--- config.mk ---
export PLATFORM = sky130hd
export DESIGN_NAME = bus_arbiter
export DESIGN_NICKNAME = d
export VERILOG_FILES = /design/src/rtl/arvi_bus_pkg.sv /design/src/rtl/rr_picker.sv /design/src/rtl/bus_arbiter.sv
export SDC_FILE = /design/constraint.sdc
export NUM_CORES = 1
export LEC_CHECK = 0
export ABC_CLOCK_PERIOD_IN_PS = 1400
export BUFFER_PORTS_ARGS = -buffer_cell sky130_fd_sc_hd__buf_4
export CORE_AREA = 2 2 109 111
export CTS_CLUSTER_DIAMETER = 120
export DETAILED_ROUTE_END_ITERATION = 7
export DIE_AREA = 0 0 111 113
export PLACE_DENSITY_LB_ADDON = 0.05
export SLEW_MARGIN = 20
export SYNTH_ARGS = -nofsm -noshare
export SYNTH_HDL_FRONTEND = slang
export SYNTH_SLANG_ARGS = --single-unit
--- constraint.sdc ---
create_clock -name i_clk -period 1.4 [get_ports i_clk]
set_input_delay 0.28 -clock i_clk [delete_from_list [all_inputs] [get_ports i_clk]]
set_output_delay 0.28 -clock i_clk [all_outputs]
set_load 0.02 [all_outputs]
--- src/rtl/arvi_bus_pkg.sv ---
// rtl/arvi_bus_pkg.sv - shared types, state encodings and round-robin helper for bus arbiters
//
// Purpose: common definitions imported by bus_arbiter and rr_picker.
//   ARVI_XLEN    : bus address/data width the request struct is built for.
//   RR_MAX_REQ   : widest request vector rr_next_idx can scan.
//   bus_req_t    : one master's latched transaction fields.
//   rr_next_idx  : first requester after 'last', scanning upward with wrap.
package arvi_bus_pkg;

  localparam int ARVI_XLEN  = 32;
  localparam int RR_MAX_REQ = 32;
  localparam int RR_IDX_W   = 5;

  localparam logic ARB_IDLE = 1'b0;
  localparam logic ARB_BUSY = 1'b1;

  typedef enum logic {
    S_IDLE = ARB_IDLE,
    S_BUSY = ARB_BUSY
  } arb_state_t;

  typedef struct packed {
    logic                 wr_en;
    logic [ARVI_XLEN-1:0] wr_data;
    logic [ARVI_XLEN-1:0] addr;
    logic [3:0]           byte_en;
  } bus_req_t;

  // Scans (last+1)..(last+n) mod n; the first set bit wins. Returns 0 when
  // nothing is requested, so callers qualify the result with |req.
  function automatic int rr_next_idx(input logic [RR_MAX_REQ-1:0] req,
                                     input int n, input int last);
    int   idx;
    int   cand;
    logic found;
    idx   = 0;
    found = 1'b0;
    for (int k = 1; k <= RR_MAX_REQ; k++) begin
      if (k <= n) begin
        cand = (last + k) % n;
        if (!found && req[cand[RR_IDX_W-1:0]]) begin
          idx   = cand;
          found = 1'b1;
        end
      end
    end
    return idx;
  endfunction

endpackage

--- src/rtl/rr_picker.sv ---
// rtl/rr_picker.sv - combinational round-robin winner selection
//
// Purpose: picks the next requester after the last granted index.
// Ports:
//   i_req    : per-requester request bits.
//   i_last   : index granted most recently (lowest priority now).
//   o_valid  : at least one request present.
//   o_winner : selected requester index (meaningful when o_valid).
module rr_picker
  import arvi_bus_pkg::*;
#(
  parameter int N = 2,
  localparam int IW = $clog2(N)
) (
  input  logic [N-1:0]  i_req,
  input  logic [IW-1:0] i_last,
  output logic          o_valid,
  output logic [IW-1:0] o_winner
);

  logic [RR_MAX_REQ-1:0] req_pad;

  always_comb begin
    req_pad        = '0;
    req_pad[N-1:0] = i_req;
    o_valid        = |i_req;
    o_winner       = IW'(rr_next_idx(req_pad, N, int'(i_last)));
  end

endmodule

--- src/rtl/bus_arbiter.sv ---
// rtl/bus_arbiter.sv - round-robin arbiter sharing one memory bus slave among masters
//
// Purpose: grants one master per transaction, holds the grant until the slave
// acks or the optional watchdog expires (error completion).
// Ports:
//   i_clk, i_rst          : clock, synchronous active-high reset.
//   i_m_bus_en/wr_en      : per-master request and write flag.
//   i_m_wr_data/addr      : per-master data/address, master k at [k*XLEN +: XLEN].
//   i_m_byte_en           : per-master byte enables, master k at [k*4 +: 4].
//   o_m_ack/o_m_err       : one-hot completion (and error) to the granted master.
//   o_m_rd_data           : shared read data, zero unless an ack is issued.
//   o_s_*                 : registered slave request fields.
//   i_s_ack/i_s_rd_data   : slave completion and read data.
//   o_busy                : transaction in flight.
//   o_grant               : current or last granted master index.
module bus_arbiter
  import arvi_bus_pkg::*;
#(
  parameter int N_MASTERS = 2,
  parameter int XLEN      = ARVI_XLEN,
  parameter int TIMEOUT   = 0,
  localparam int IW = $clog2(N_MASTERS)
) (
  input  logic                      i_clk,
  input  logic                      i_rst,
  input  logic [N_MASTERS-1:0]      i_m_bus_en,
  input  logic [N_MASTERS-1:0]      i_m_wr_en,
  input  logic [N_MASTERS*XLEN-1:0] i_m_wr_data,
  input  logic [N_MASTERS*XLEN-1:0] i_m_addr,
  input  logic [N_MASTERS*4-1:0]    i_m_byte_en,
  output logic [N_MASTERS-1:0]      o_m_ack,
  output logic [N_MASTERS-1:0]      o_m_err,
  output logic [XLEN-1:0]           o_m_rd_data,
  output logic                      o_s_bus_en,
  output logic                      o_s_wr_en,
  output logic [XLEN-1:0]           o_s_wr_data,
  output logic [XLEN-1:0]           o_s_addr,
  output logic [3:0]                o_s_byte_en,
  input  logic                      i_s_ack,
  input  logic [XLEN-1:0]           i_s_rd_data,
  output logic                      o_busy,
  output logic [IW-1:0]             o_grant
);

  localparam int CW = (TIMEOUT < 2) ? 1 : $clog2(TIMEOUT);

  arb_state_t    state_q, state_d;
  logic [IW-1:0] grant_q, grant_d;
  logic [IW-1:0] last_q, last_d;
  logic [CW-1:0] count_q, count_d;
  bus_req_t      req_q, req_d;
  logic          bus_en_q, bus_en_d;

  logic          pick_valid;
  logic [IW-1:0] pick_idx;
  bus_req_t      pick_req;
  logic          timeout_hit;

  rr_picker #(.N(N_MASTERS)) u_picker (
    .i_req    (i_m_bus_en),
    .i_last   (last_q),
    .o_valid  (pick_valid),
    .o_winner (pick_idx)
  );

  assign timeout_hit = (TIMEOUT > 0) && (count_q == CW'(TIMEOUT - 1));

  // Mux the winning master's fields; constant slices keep the mux simple.
  always_comb begin
    pick_req = '0;
    for (int k = 0; k < N_MASTERS; k++) begin
      if (pick_idx == IW'(k)) begin
        pick_req.wr_en   = i_m_wr_en[k];
        pick_req.wr_data = i_m_wr_data[k*XLEN +: XLEN];
        pick_req.addr    = i_m_addr[k*XLEN +: XLEN];
        pick_req.byte_en = i_m_byte_en[k*4 +: 4];
      end
    end
  end

  always_comb begin
    state_d     = state_q;
    grant_d     = grant_q;
    last_d      = last_q;
    count_d     = count_q;
    req_d       = req_q;
    bus_en_d    = bus_en_q;
    o_m_ack     = '0;
    o_m_err     = '0;
    o_m_rd_data = '0;
    case (state_q)
      S_IDLE: begin
        if (pick_valid) begin
          state_d  = S_BUSY;
          grant_d  = pick_idx;
          req_d    = pick_req;
          bus_en_d = 1'b1;
          count_d  = '0;
        end
      end
      S_BUSY: begin
        // A reset cycle aborts silently, so completion is suppressed under i_rst.
        if (!i_rst && (i_s_ack || timeout_hit)) begin
          o_m_ack[grant_q] = 1'b1;
          if (i_s_ack) begin
            o_m_rd_data = i_s_rd_data;
          end else begin
            o_m_err[grant_q] = 1'b1;
          end
          state_d     = S_IDLE;
          bus_en_d    = 1'b0;
          req_d.wr_en = 1'b0;
          last_d      = grant_q;
        end else if (count_q != '1) begin
          count_d = count_q + 1'b1;
        end
      end
      default: state_d = S_IDLE;
    endcase
  end

  always_ff @(posedge i_clk) begin
    if (i_rst) begin
      state_q  <= S_IDLE;
      grant_q  <= '0;
      last_q   <= IW'(N_MASTERS - 1);
      count_q  <= '0;
      req_q    <= '0;
      bus_en_q <= 1'b0;
    end else begin
      state_q  <= state_d;
      grant_q  <= grant_d;
      last_q   <= last_d;
      count_q  <= count_d;
      req_q    <= req_d;
      bus_en_q <= bus_en_d;
    end
  end

  assign o_s_bus_en  = bus_en_q;
  assign o_s_wr_en   = req_q.wr_en;
  assign o_s_wr_data = req_q.wr_data;
  assign o_s_addr    = req_q.addr;
  assign o_s_byte_en = req_q.byte_en;
  assign o_busy      = (state_q == S_BUSY);
  assign o_grant     = grant_q;

endmodule

==> results.py, run 1 <==
metrics = {
    "die": {
        "die_w_um": 111,
        "num_rows": 39,
        "ios": 283,
        "start_util": 0.314,
        "die_area_um2": 12500,
        "core-area_um2": 11300,
        "die_h_um": 113,
    },
    "timing": {
        "hold_ws_ns": 0.200,
        "setup_ws_ns": -0.252,
        "max_freq_mhz": 605,
        "finalHoldViolations": 0,
        "finClkSkew_ns": 0.00571,
        "rsz0062_at_grt": "yes",
        "maxSlewViolCount": 0,
        "setup_tns_ns": -7.43,
        "period_minus_slack_ns": 1.65,
        "fin_crit_sh": 1.18,
        "setup_viol": 34,
    },
    "clocking": {
        "tritoncts": "built",
        "htreeDepth": 3,
        "clkTransAtPathRegs_ns": 0.06,
        "insertion_delay_ns": 0.33,
        "cts-hold-fix-buffers": 0,
        "cts.sinks": 73,
        "cts_root_buf": "clkbuf_16",
        "cts_buffer_depth": 2,
        "numCtsBuffers": 9,
    },
    "power_and_ir_drop": {
        "switching_share": 0.298,
        "p_switching_uw": 2090,
        "p_comb_frac": 0.311,
        "p_int_uw": 4910,
        "power_density_nw_per_um2": 1050,
        "clockPowerShare": 0.346,
        "power_uw": 7000,
        "pwr-share-seq": 0.344,
        "p_leak_uw": 0.00320,
        "peakVddDrop_v": 0.000977,
    },
    "placement": {
        "dp_hpwl_um": 10300,
        "gp_congestion": 0.804,
        "portBuffers": 280,
        "pre_cts_slack_ns": -0.0187,
    },
    "cells_and_area": {
        "area_growth_pct": 88.7,
        "seq_area_um2": 1470,
        "drive_gt1_frac": 0.571,
        "fillers": 1028,
        "nets": 894,
        "multiInputGateArea_um2": 2040,
        "antenna_cells": 0,
    },
    "yosys": {
        "synth.avg_cell_area_um2": 8.03,
        "synthCells": 440,
        "synth_compound_area_frac": 0.302,
        "ys_seq_area_frac": 0.413,
        "synth_cell_types": 26,
        "synth_top_flop_cell": "dfxtp_1",
        "synth_edf_count": 0,
        "async_flop_share": 0,
        "synth_top_area_frac": 0.413,
        "syn_area_um2": 3530,
        "ys_warn_count": 0,
        "synth_xor_area_frac": 0,
        "synth_seq_cells": 73,
        "synth_top_family_by_area": "compound AO/OA/AOI/OAI gates",
        "synth_area_leaders": "dfxtp_1 41%, a211oi_1 10%, a21oi_1 8.4%",
        "synth_fa_ha_area_frac": 0,
        "synthSimpleGateAreaFrac": 0.211,
        "synthMuxAreaShare": 0.00283,
        "post-synth-top-area-cell": "dfxtp_1",
    },
    "min_path": {
        "min_path_type": "input pin to register",
    },
    "outcome": {
        "violations": "negative setup slack",
        "status": "finished, violations left",
    },
    "global_routing": {
        "grt.overflow.total": 0,
        "grt_pass1_wl_um": 22800,
        "antenna_found_initial": 0,
        "grt_pass1_vias": 4386,
        "grt_use_total": 0.226,
        "grt_max_degree": 60,
    },
    "worst_setup_path": {
        "cp.arrival_ns": 1.37,
        "end_kind": "output pin",
        "cp-start-kind": "register",
        "ff2ff_setup_slack_ns": 0.01,
        "required_ns": 1.12,
        "critPathMaxFanout": 8,
        "crit_type": "register to output pin",
    },
    "detailed_routing": {
        "drt.antenna.violating_nets": 0,
        "first_iter_violations": 201,
        "routed_wirelength_um": 15000,
        "wire_per_inst_um": 17.3,
        "num_vias": 4270,
        "drt_first_pass_iters": 4,
        "vias_per_cell": 4.93,
        "route.detailed.drc": 0,
    },
    "run": {
        "maxCapViolCount": 0,
    },
}
-- critical path, stage by stage (launching register included) --
cell and delay [ns]:
dfxtp_4 0.36, nand2_4 0.05, nor2_4 0.19, buf_6 0.17, and2_4 0.16, buf_6 0.11
-- power groups by stage --
stage | Sequential (µW) | Combinational, µW | Clock [µW]
after floorplan | 2690 | 744 | 0
after global placement | 2440 | 1950 | 0
after detailed placement | 2450 | 1970 | 0
after CTS | 2410 | 2030 | 2480
after global routing | 2430 | 2330 | 2580
final | 2410 | 2170 | 2420
-- kinds of logic (layout without fill, tap and decap cells) --
kind of cell,count (synthesis),count (layout)
flops,73,73
simple gates,175,175
other cells,1,2
buf+inv,44,326
compound gates,146,146
mux,1,1
-- synthesized netlist by cell type (all sizes together), types with 10 or more instances --
library cell,number
dfxtp,73
a21oi,69
nor2,70
clkbuf,10
and2,33
nand2,69
a211oi,68
buf,34
-- registers in the layout, indices dropped and copies added, names as in the netlist --
name	cells
last_q	1
o_busy	1
o_grant	1
o_s_addr	32
o_s_bus_en	1
o_s_byte_en	4
o_s_wr_data	32
o_s_wr_en	1
-- worst paths after layout --
kind	from	end	depth (start not counted)
hold reg to reg	o_s_bus_en$_SDFFE_PP0P_	o_s_bus_en$_SDFFE_PP0P_	1
setup / recovery	o_busy$_SDFF_PP0_	o_m_rd_data[29]	5
hold / removal	i_m_addr[28]	o_s_addr[28]$_SDFFE_PP0P_	3
setup reg to reg	o_busy$_SDFF_PP0_	o_s_wr_data[5]$_SDFFE_PP0P_	6
-- layer usage --
metal / vias to the layer above / routed length, µm / GRT usage
li1: 2066 / - / -
met1: 2010 / 6220 / 0.264
met2: 170 / 7570 / 0.400
met3: 24 / 887 / 0.0611
met4: 0 / 335 / 0.0792
met5: - / 0 / 0
-- stage by stage --
stage / instance area [µm²] / std cells / util
2_1_floorplan: 3590 / 441 / -
3_3_place_gp: 5870 / 839 / 0.520
3_5_place_dp: 5870 / 839 / 0.520
4_1_cts: 6420 / 860 / 0.569
5_1_grt: 6670 / 866 / 0.592
6_report: 6670 / 866 / 0.592
-- final cells by class --
type | instances | share of cell area
multi-input cells | 324 | 0.306
flip-flops and latches | 73 | 0.220
well taps | 143 | 0.0268
clock inverters | 6 | 0.0126
repair buffers | 311 | 0.401
clock buffers | 9 | 0.0338
-- repair_timing --
item,in CTS,in global routing
endpoints found under the setup margin,34,63
resized for setup,69,36
setup buffers,2,4
gates cloned,4,4
pin swaps,20,24
endpoints found under the hold margin,0,0
-- cell usage in the layout, fill, tap and decap left out --
master	n
dfxtp_1	72
mux2i_1	1
o31ai_1	1
clkinv_4	1
a21boi_4	1
o21a_1	1
nand3_1	1
o21ba_4	1
conb_1	2
and2_4	32
o21bai_4	1
nand2_1	68
clkinv_2	3
a2bb2oi_1	1
and2_2	1
nor2_4	1
nor3_2	1
a211oi_1	32
a21oi_1	59
buf_4	255
nand2_4	1
a211o_1	1
buf_12	8
and3_1	1
buf_6	43
a21bo_2	1
a21oi_2	10
buf_8	1
a211oi_2	36
dfxtp_4	1
clkbuf_16	13
bufinv_16	2
nor2_1	69
o31a_1	1
(Power assumes the default switching activity.)
==> run 2: changes to the inputs <==
--- a/config.mk
+++ b/config.mk
@@ -11,6 +11,7 @@
 export CTS_CLUSTER_DIAMETER = 120
 export DETAILED_ROUTE_END_ITERATION = 7
 export DIE_AREA = 0 0 111 113
+export GPL_TIMING_DRIVEN = 0
 export PLACE_DENSITY_LB_ADDON = 0.05
 export SLEW_MARGIN = 20
 export SYNTH_ARGS = -nofsm -noshare
==> results.py, run 2 (synthesis results as in run 1) <==
metrics = {
    "outcome": {
        "status": "finished, violations left",
        "violations": "negative setup slack",
    },
    "placement": {
        "portBuffers": 280,
        "dp_hpwl_um": 10700,
        "dpl-instance-area_um2": 5870,
        "gp_congestion": 0.790,
    },
    "cells_and_area": {
        "seq_area_um2": 1470,
        "nets": 931,
        "utilization": 0.670,
        "postLayoutCellArea_um2": 7550,
        "antenna_cells": 0,
        "final_cell_mix": "254 x buf_4, 72 x dfxtp_1, 68 x nand2_1",
        "final_common_cell": "buf_4",
        "drive_gt1_frac": 0.656,
        "area_growth_pct": 114,
        "fillers": 902,
        "multiInputGateArea_um2": 2430,
    },
    "detailed_routing": {
        "first_iter_violations": 240,
        "wire_per_inst_um": 17.2,
        "vias_per_cell": 4.93,
        "route.detailed.drc": 0,
        "drt_first_pass_iters": 4,
        "routed_wirelength_um": 15600,
        "num_vias": 4459,
        "drt.antenna.violating_nets": 0,
    },
    "clocking": {
        "numCtsBuffers": 9,
        "cts.sinks": 73,
        "insertion_delay_ns": 0.33,
        "cts_buffer_depth": 2,
        "htreeDepth": 3,
        "tritoncts": "built",
        "cts-hold-fix-buffers": 0,
        "cts_root_buf": "clkbuf_16",
        "clkTransAtPathRegs_ns": 0.06,
    },
    "power_and_ir_drop": {
        "power_density_nw_per_um2": 968,
        "peakVddDrop_v": 0.000673,
        "power_uw": 7310,
        "p_leak_uw": 0.00348,
    },
    "timing": {
        "finClkSkew_ns": 0.00545,
        "tightestPinTransition_ns": 0.726,
        "max_freq_mhz": 594,
        "fin_crit_sh": 1.20,
        "rsz0062_at_grt": "yes",
        "setup_ws_ns": -0.282,
        "relSlewSlack": 0.516,
        "finalHoldViolations": 0,
        "setup_viol": 80,
        "maxSlewViolCount": 0,
        "period_minus_slack_ns": 1.68,
    },
    "global_routing": {
        "grt_use_total": 0.219,
        "antenna_found_initial": 0,
        "grt_pass1_vias": 4248,
        "grt_max_degree": 12,
        "grt.overflow.total": 0,
        "grt_pass1_wl_um": 22000,
    },
    "die": {
        "die_area_um2": 12500,
        "die_h_um": 113,
        "die_w_um": 111,
        "start_util": 0.314,
        "core-area_um2": 11300,
        "num_rows": 39,
        "ios": 283,
    },
    "run": {
        "maxCapViolCount": 0,
    },
    "min_path": {
        "min_path_type": "input pin to register",
    },
    "worst_setup_path": {
        "ff2ff_setup_slack_ns": -0.07,
        "cp.arrival_ns": 1.40,
        "crit_type": "register to output pin",
        "cp-start-kind": "register",
        "required_ns": 1.12,
        "end_kind": "output pin",
        "critPathMaxFanout": 5,
    },
}
==> run 2: worst max-delay path, stage by stage, from the launching register on <==
cell	delay, ns
dfxtp_4	0.35
nand2_4	0.05
nor2_4	0.14
buf_12	0.16
buf_8	0.11
and2_4	0.14
buf_6	0.11
==> run 2: final timing paths <==
path / start / to / cells past startpoint
worst max register to register: o_busy$_SDFF_PP0_ / o_s_wr_data[23]$_SDFFE_PP0P_ / 7
worst max-delay path: o_busy$_SDFF_PP0_ / o_m_rd_data[5] / 6
worst min-delay path: i_m_addr[29] / o_s_addr[29]$_SDFFE_PP0P_ / 3
worst min register to register: o_s_bus_en$_SDFFE_PP0P_ / o_s_bus_en$_SDFFE_PP0P_ / 1
==> run 2: layout make-up <==
type                       count  share of cell area
buffer                        40              0.0597
tap                          143              0.0237
clock buffer                  13              0.0332
clock inverter                 3             0.00531
multi-input combinational    324               0.322
timing repair buffer         308               0.362
sequential                    73               0.194
==> run 2: through the flow <==
stage          setup TNS [ns]  instances  setup slack, ns  hold WS (ns)
2_1_floorplan          -0.185        441         -0.00617         0.398
5_1_grt                -14.32        904           -0.320         0.193
3_5_place_dp           -16.16        864           -0.368         0.458
4_1_cts                 -8.78        887           -0.288         0.188
3_3_place_gp           -15.14        864           -0.341         0.452
6_report                -9.71        904           -0.282         0.198
==> run 2: routing by layer <==
metal	track usage	wire (µm)
met5	0	0
met1	0.255	6150
met4	0.0850	308
met3	0.0536	967
met2	0.387	8150
==> run 2: repair_timing <==
action / CTS / global route
gates cloned: 3 / 12
resized for setup: 95 / 170
pin swaps: 2 / 104
endpoints found under the hold margin: 0 / 0
setup endpoints to repair: 56 / 104
buffers inserted: 5 / 9
==> run 2: power by group <==
| group | total (µW) | switching, µW | internal, µW |
|---|---|---|---|
| Clock | 2290 | 861 | 1420 |
| Sequential | 2410 | 122 | 2290 |
| Combinational | 2610 | 1260 | 1350 |
| Total | 7310 | 2240 | 5070 |
==> run 3: changes to the inputs <==
--- a/config.mk
+++ b/config.mk
@@ -5,12 +5,13 @@
 export SDC_FILE = /design/constraint.sdc
 export NUM_CORES = 1
 export LEC_CHECK = 0
+export ABC_AREA = 1
 export ABC_CLOCK_PERIOD_IN_PS = 1400
 export BUFFER_PORTS_ARGS = -buffer_cell sky130_fd_sc_hd__buf_4
-export CORE_AREA = 2 2 109 111
+export CORE_AREA = 2 2 110 112
 export CTS_CLUSTER_DIAMETER = 120
 export DETAILED_ROUTE_END_ITERATION = 7
-export DIE_AREA = 0 0 111 113
+export DIE_AREA = 0 0 112 114
 export GPL_TIMING_DRIVEN = 0
 export PLACE_DENSITY_LB_ADDON = 0.05
 export SLEW_MARGIN = 20
==> results.py, run 3 <==
metrics = {
    "outcome": {
        "status": "finished, violations left",
        "violations": "negative setup slack",
    },
    "global_routing": {
        "grt_use_total": 0.222,
        "antenna_found_initial": 0,
        "grt_pass1_vias": 4714,
        "grt.overflow.total": 0,
        "grt_max_degree": 13,
        "grt_pass1_wl_um": 22900,
    },
    "min_path": {
        "min_path_type": "input pin to register",
    },
    "clocking": {
        "insertion_delay_ns": 0.33,
        "numCtsBuffers": 9,
        "cts_buffer_depth": 2,
        "cts-hold-fix-buffers": 0,
        "cts.sinks": 73,
        "clkTransAtPathRegs_ns": 0.06,
        "htreeDepth": 3,
        "cts_root_buf": "clkbuf_16",
        "tritoncts": "built",
    },
    "power_and_ir_drop": {
        "power_density_nw_per_um2": 986,
        "p_comb_frac": 0.304,
        "p_leak_uw": 0.00382,
        "switching_share": 0.300,
        "peakVddDrop_v": 0.000587,
        "p_int_uw": 4930,
        "p_switching_uw": 2110,
        "pwr-share-seq": 0.341,
        "clockPowerShare": 0.354,
    },
    "yosys": {
        "synth_cell_types": 19,
        "synth_top_area_frac": 0.367,
        "synth.most_common_cell": "nor2_1",
        "syn_area_um2": 3980,
        "synth.top_cells.by_count": "209 x nor2_1, 107 x nand2_1, 73 x dfxtp_1",
        "ys_warn_count": 0,
        "synth_top_flop_cell": "dfxtp_1",
        "synth.avg_cell_area_um2": 6.07,
        "synthCells": 656,
        "synth_seq_cells": 73,
        "ys_seq_area_frac": 0.367,
        "post-synth-top-area-cell": "dfxtp_1",
        "async_flop_share": 0,
        "synth_edf_count": 0,
        "synth_area_leaders": "dfxtp_1 37%, nor2_1 20%, nand2_1 10%",
    },
    "detailed_routing": {
        "routed_wirelength_um": 15100,
        "vias_per_cell": 4.53,
        "first_iter_violations": 301,
        "route.detailed.drc": 0,
        "wire_per_inst_um": 13.6,
        "drt_first_pass_iters": 4,
        "drt.antenna.violating_nets": 0,
        "num_vias": 5025,
    },
    "die": {
        "die_w_um": 112,
        "ios": 283,
        "start_util": 0.340,
        "core-area_um2": 11700,
        "num_rows": 40,
        "die_area_um2": 12800,
        "die_h_um": 114,
    },
    "placement": {
        "place_inst": 1084,
        "portBuffers": 280,
        "dp_hpwl_um": 11400,
        "gp_congestion": 0.822,
    },
    "worst_setup_path": {
        "crit_type": "register to output pin",
        "crit_path_top_delay_cell": "dfxtp_4",
        "critPathMaxFanout": 10,
        "end_kind": "output pin",
        "path_cells": "nand3_4, clkbuf_16, nor2_2, buf_6",
        "required_ns": 1.12,
        "crit_family": "flip-flops",
        "cp.arrival_ns": 1.32,
        "critical_path.max_stage_delay_ns": 0.36,
        "crit_buf_inv": 2,
        "cp-start-kind": "register",
    },
    "timing": {
        "finalHoldViolations": 0,
        "hold_ws_ns": 0.155,
        "setup_tns_ns": -5.91,
        "fin_crit_sh": 1.14,
        "finClkSkew_ns": 0.00918,
        "setup_ws_ns": -0.200,
        "rsz0062_at_grt": "yes",
        "max_freq_mhz": 625,
        "setup_viol": 34,
        "period_minus_slack_ns": 1.60,
        "maxSlewViolCount": 0,
    },
    "run": {
        "maxCapViolCount": 0,
    },
    "cells_and_area": {
        "finalNonFillerCells": 1110,
        "area_growth_pct": 79.0,
        "fillers": 1116,
        "final_common_cell": "buf_4",
        "nets": 1133,
        "antenna_cells": 0,
        "final_cell_mix": "273 x buf_4, 175 x nor2_1, 106 x nand2_1",
        "drive_gt1_frac": 0.388,
    },
}
[run 3: cell count changes after synthesis, sizes merged, moves of 13 or more]
cell    change
nor2      +139
inv        +69
o21ai      +69
a211oi     -68
a21oi      -67
nand2      +39
nand3      +37
a21boi     +34
and2       -33
clkbuf     +18
buf        -13
[run 3: worst reg2reg max path: cells and delay by family (launching register included)]
family                 cells  cell delay, ns
and+or+nand+nor            4            0.32
buffers and inverters      4            0.61
DFF                        1            0.35
[run 3: cells by family after synthesis]
family / after synthesis / share of synthesized area
other: 1 / 0.000942
and+or+nand+nor: 358 / 0.352
buffers and inverters: 118 / 0.125
DFF: 73 / 0.367
AOI/OAI and AO/OA: 106 / 0.155
[run 3: worst paths after layout]
kind,start,slack [ns],to,depth (start not counted)
worst min-delay path,i_rst,0.15,o_grant$_SDFFE_PP0P_,2
worst max register to register,o_busy$_SDFF_PP0_,0.02,o_s_wr_data[21]$_SDFFE_PP0P_,8
worst max-delay path,o_busy$_SDFF_PP0_,-0.20,o_m_rd_data[7],4
worst min register to register,o_s_bus_en$_SDFFE_PP0P_,0.48,o_s_bus_en$_SDFFE_PP0P_,2
[run 3: cell type report]
type,instances,area [µm²],area share
Sequential cell,73,1470,0.206
Timing Repair Buffer,291,2330,0.327
Clock buffer,12,246,0.0346
Clock inverter,4,76.3,0.0107
Inverter,69,263,0.0369
Buffer,48,362,0.0507
Multi-Input combinational cell,466,2200,0.309
Tap cell,147,184,0.0258
[run 3: through the flow]
stage	total power [µW]	setup WS (ns)	instance area (µm²)	utilization
after global routing	7380	-0.242	7130	0.609
after floorplan	3450	0.0324	4070	-
after global placement	4380	-0.547	6350	0.542
final	7030	-0.200	7130	0.609
after detailed placement	4410	-0.569	6350	0.542
after CTS	6980	-0.213	6910	0.590
[run 3: timing repair]
action	CTS	global route
pin swaps	1	3
setup endpoints to repair	64	103
setup buffers	2	4
resized for setup	48	40
gates cloned	2	3
[run 3: layer usage]
metal | share of wire | routed length (µm) | GRT usage
met1 | 0.40 | 6040 | 0.260
met2 | 0.50 | 7580 | 0.396
met3 | 0.074 | 1110 | 0.0563
met4 | 0.024 | 365 | 0.0772
met5 | 0 | 0 | 0
[run 3: power by group through the flow]
stage | clock (µW) | combinational [µW] | sequential, µW
finish | 2490 | 2140 | 2400
global route | 2620 | 2330 | 2430
CTS | 2530 | 2050 | 2400
detailed placement | 0 | 1970 | 2440
global placement | 0 | 1950 | 2440
floorplan | 0 | 766 | 2680
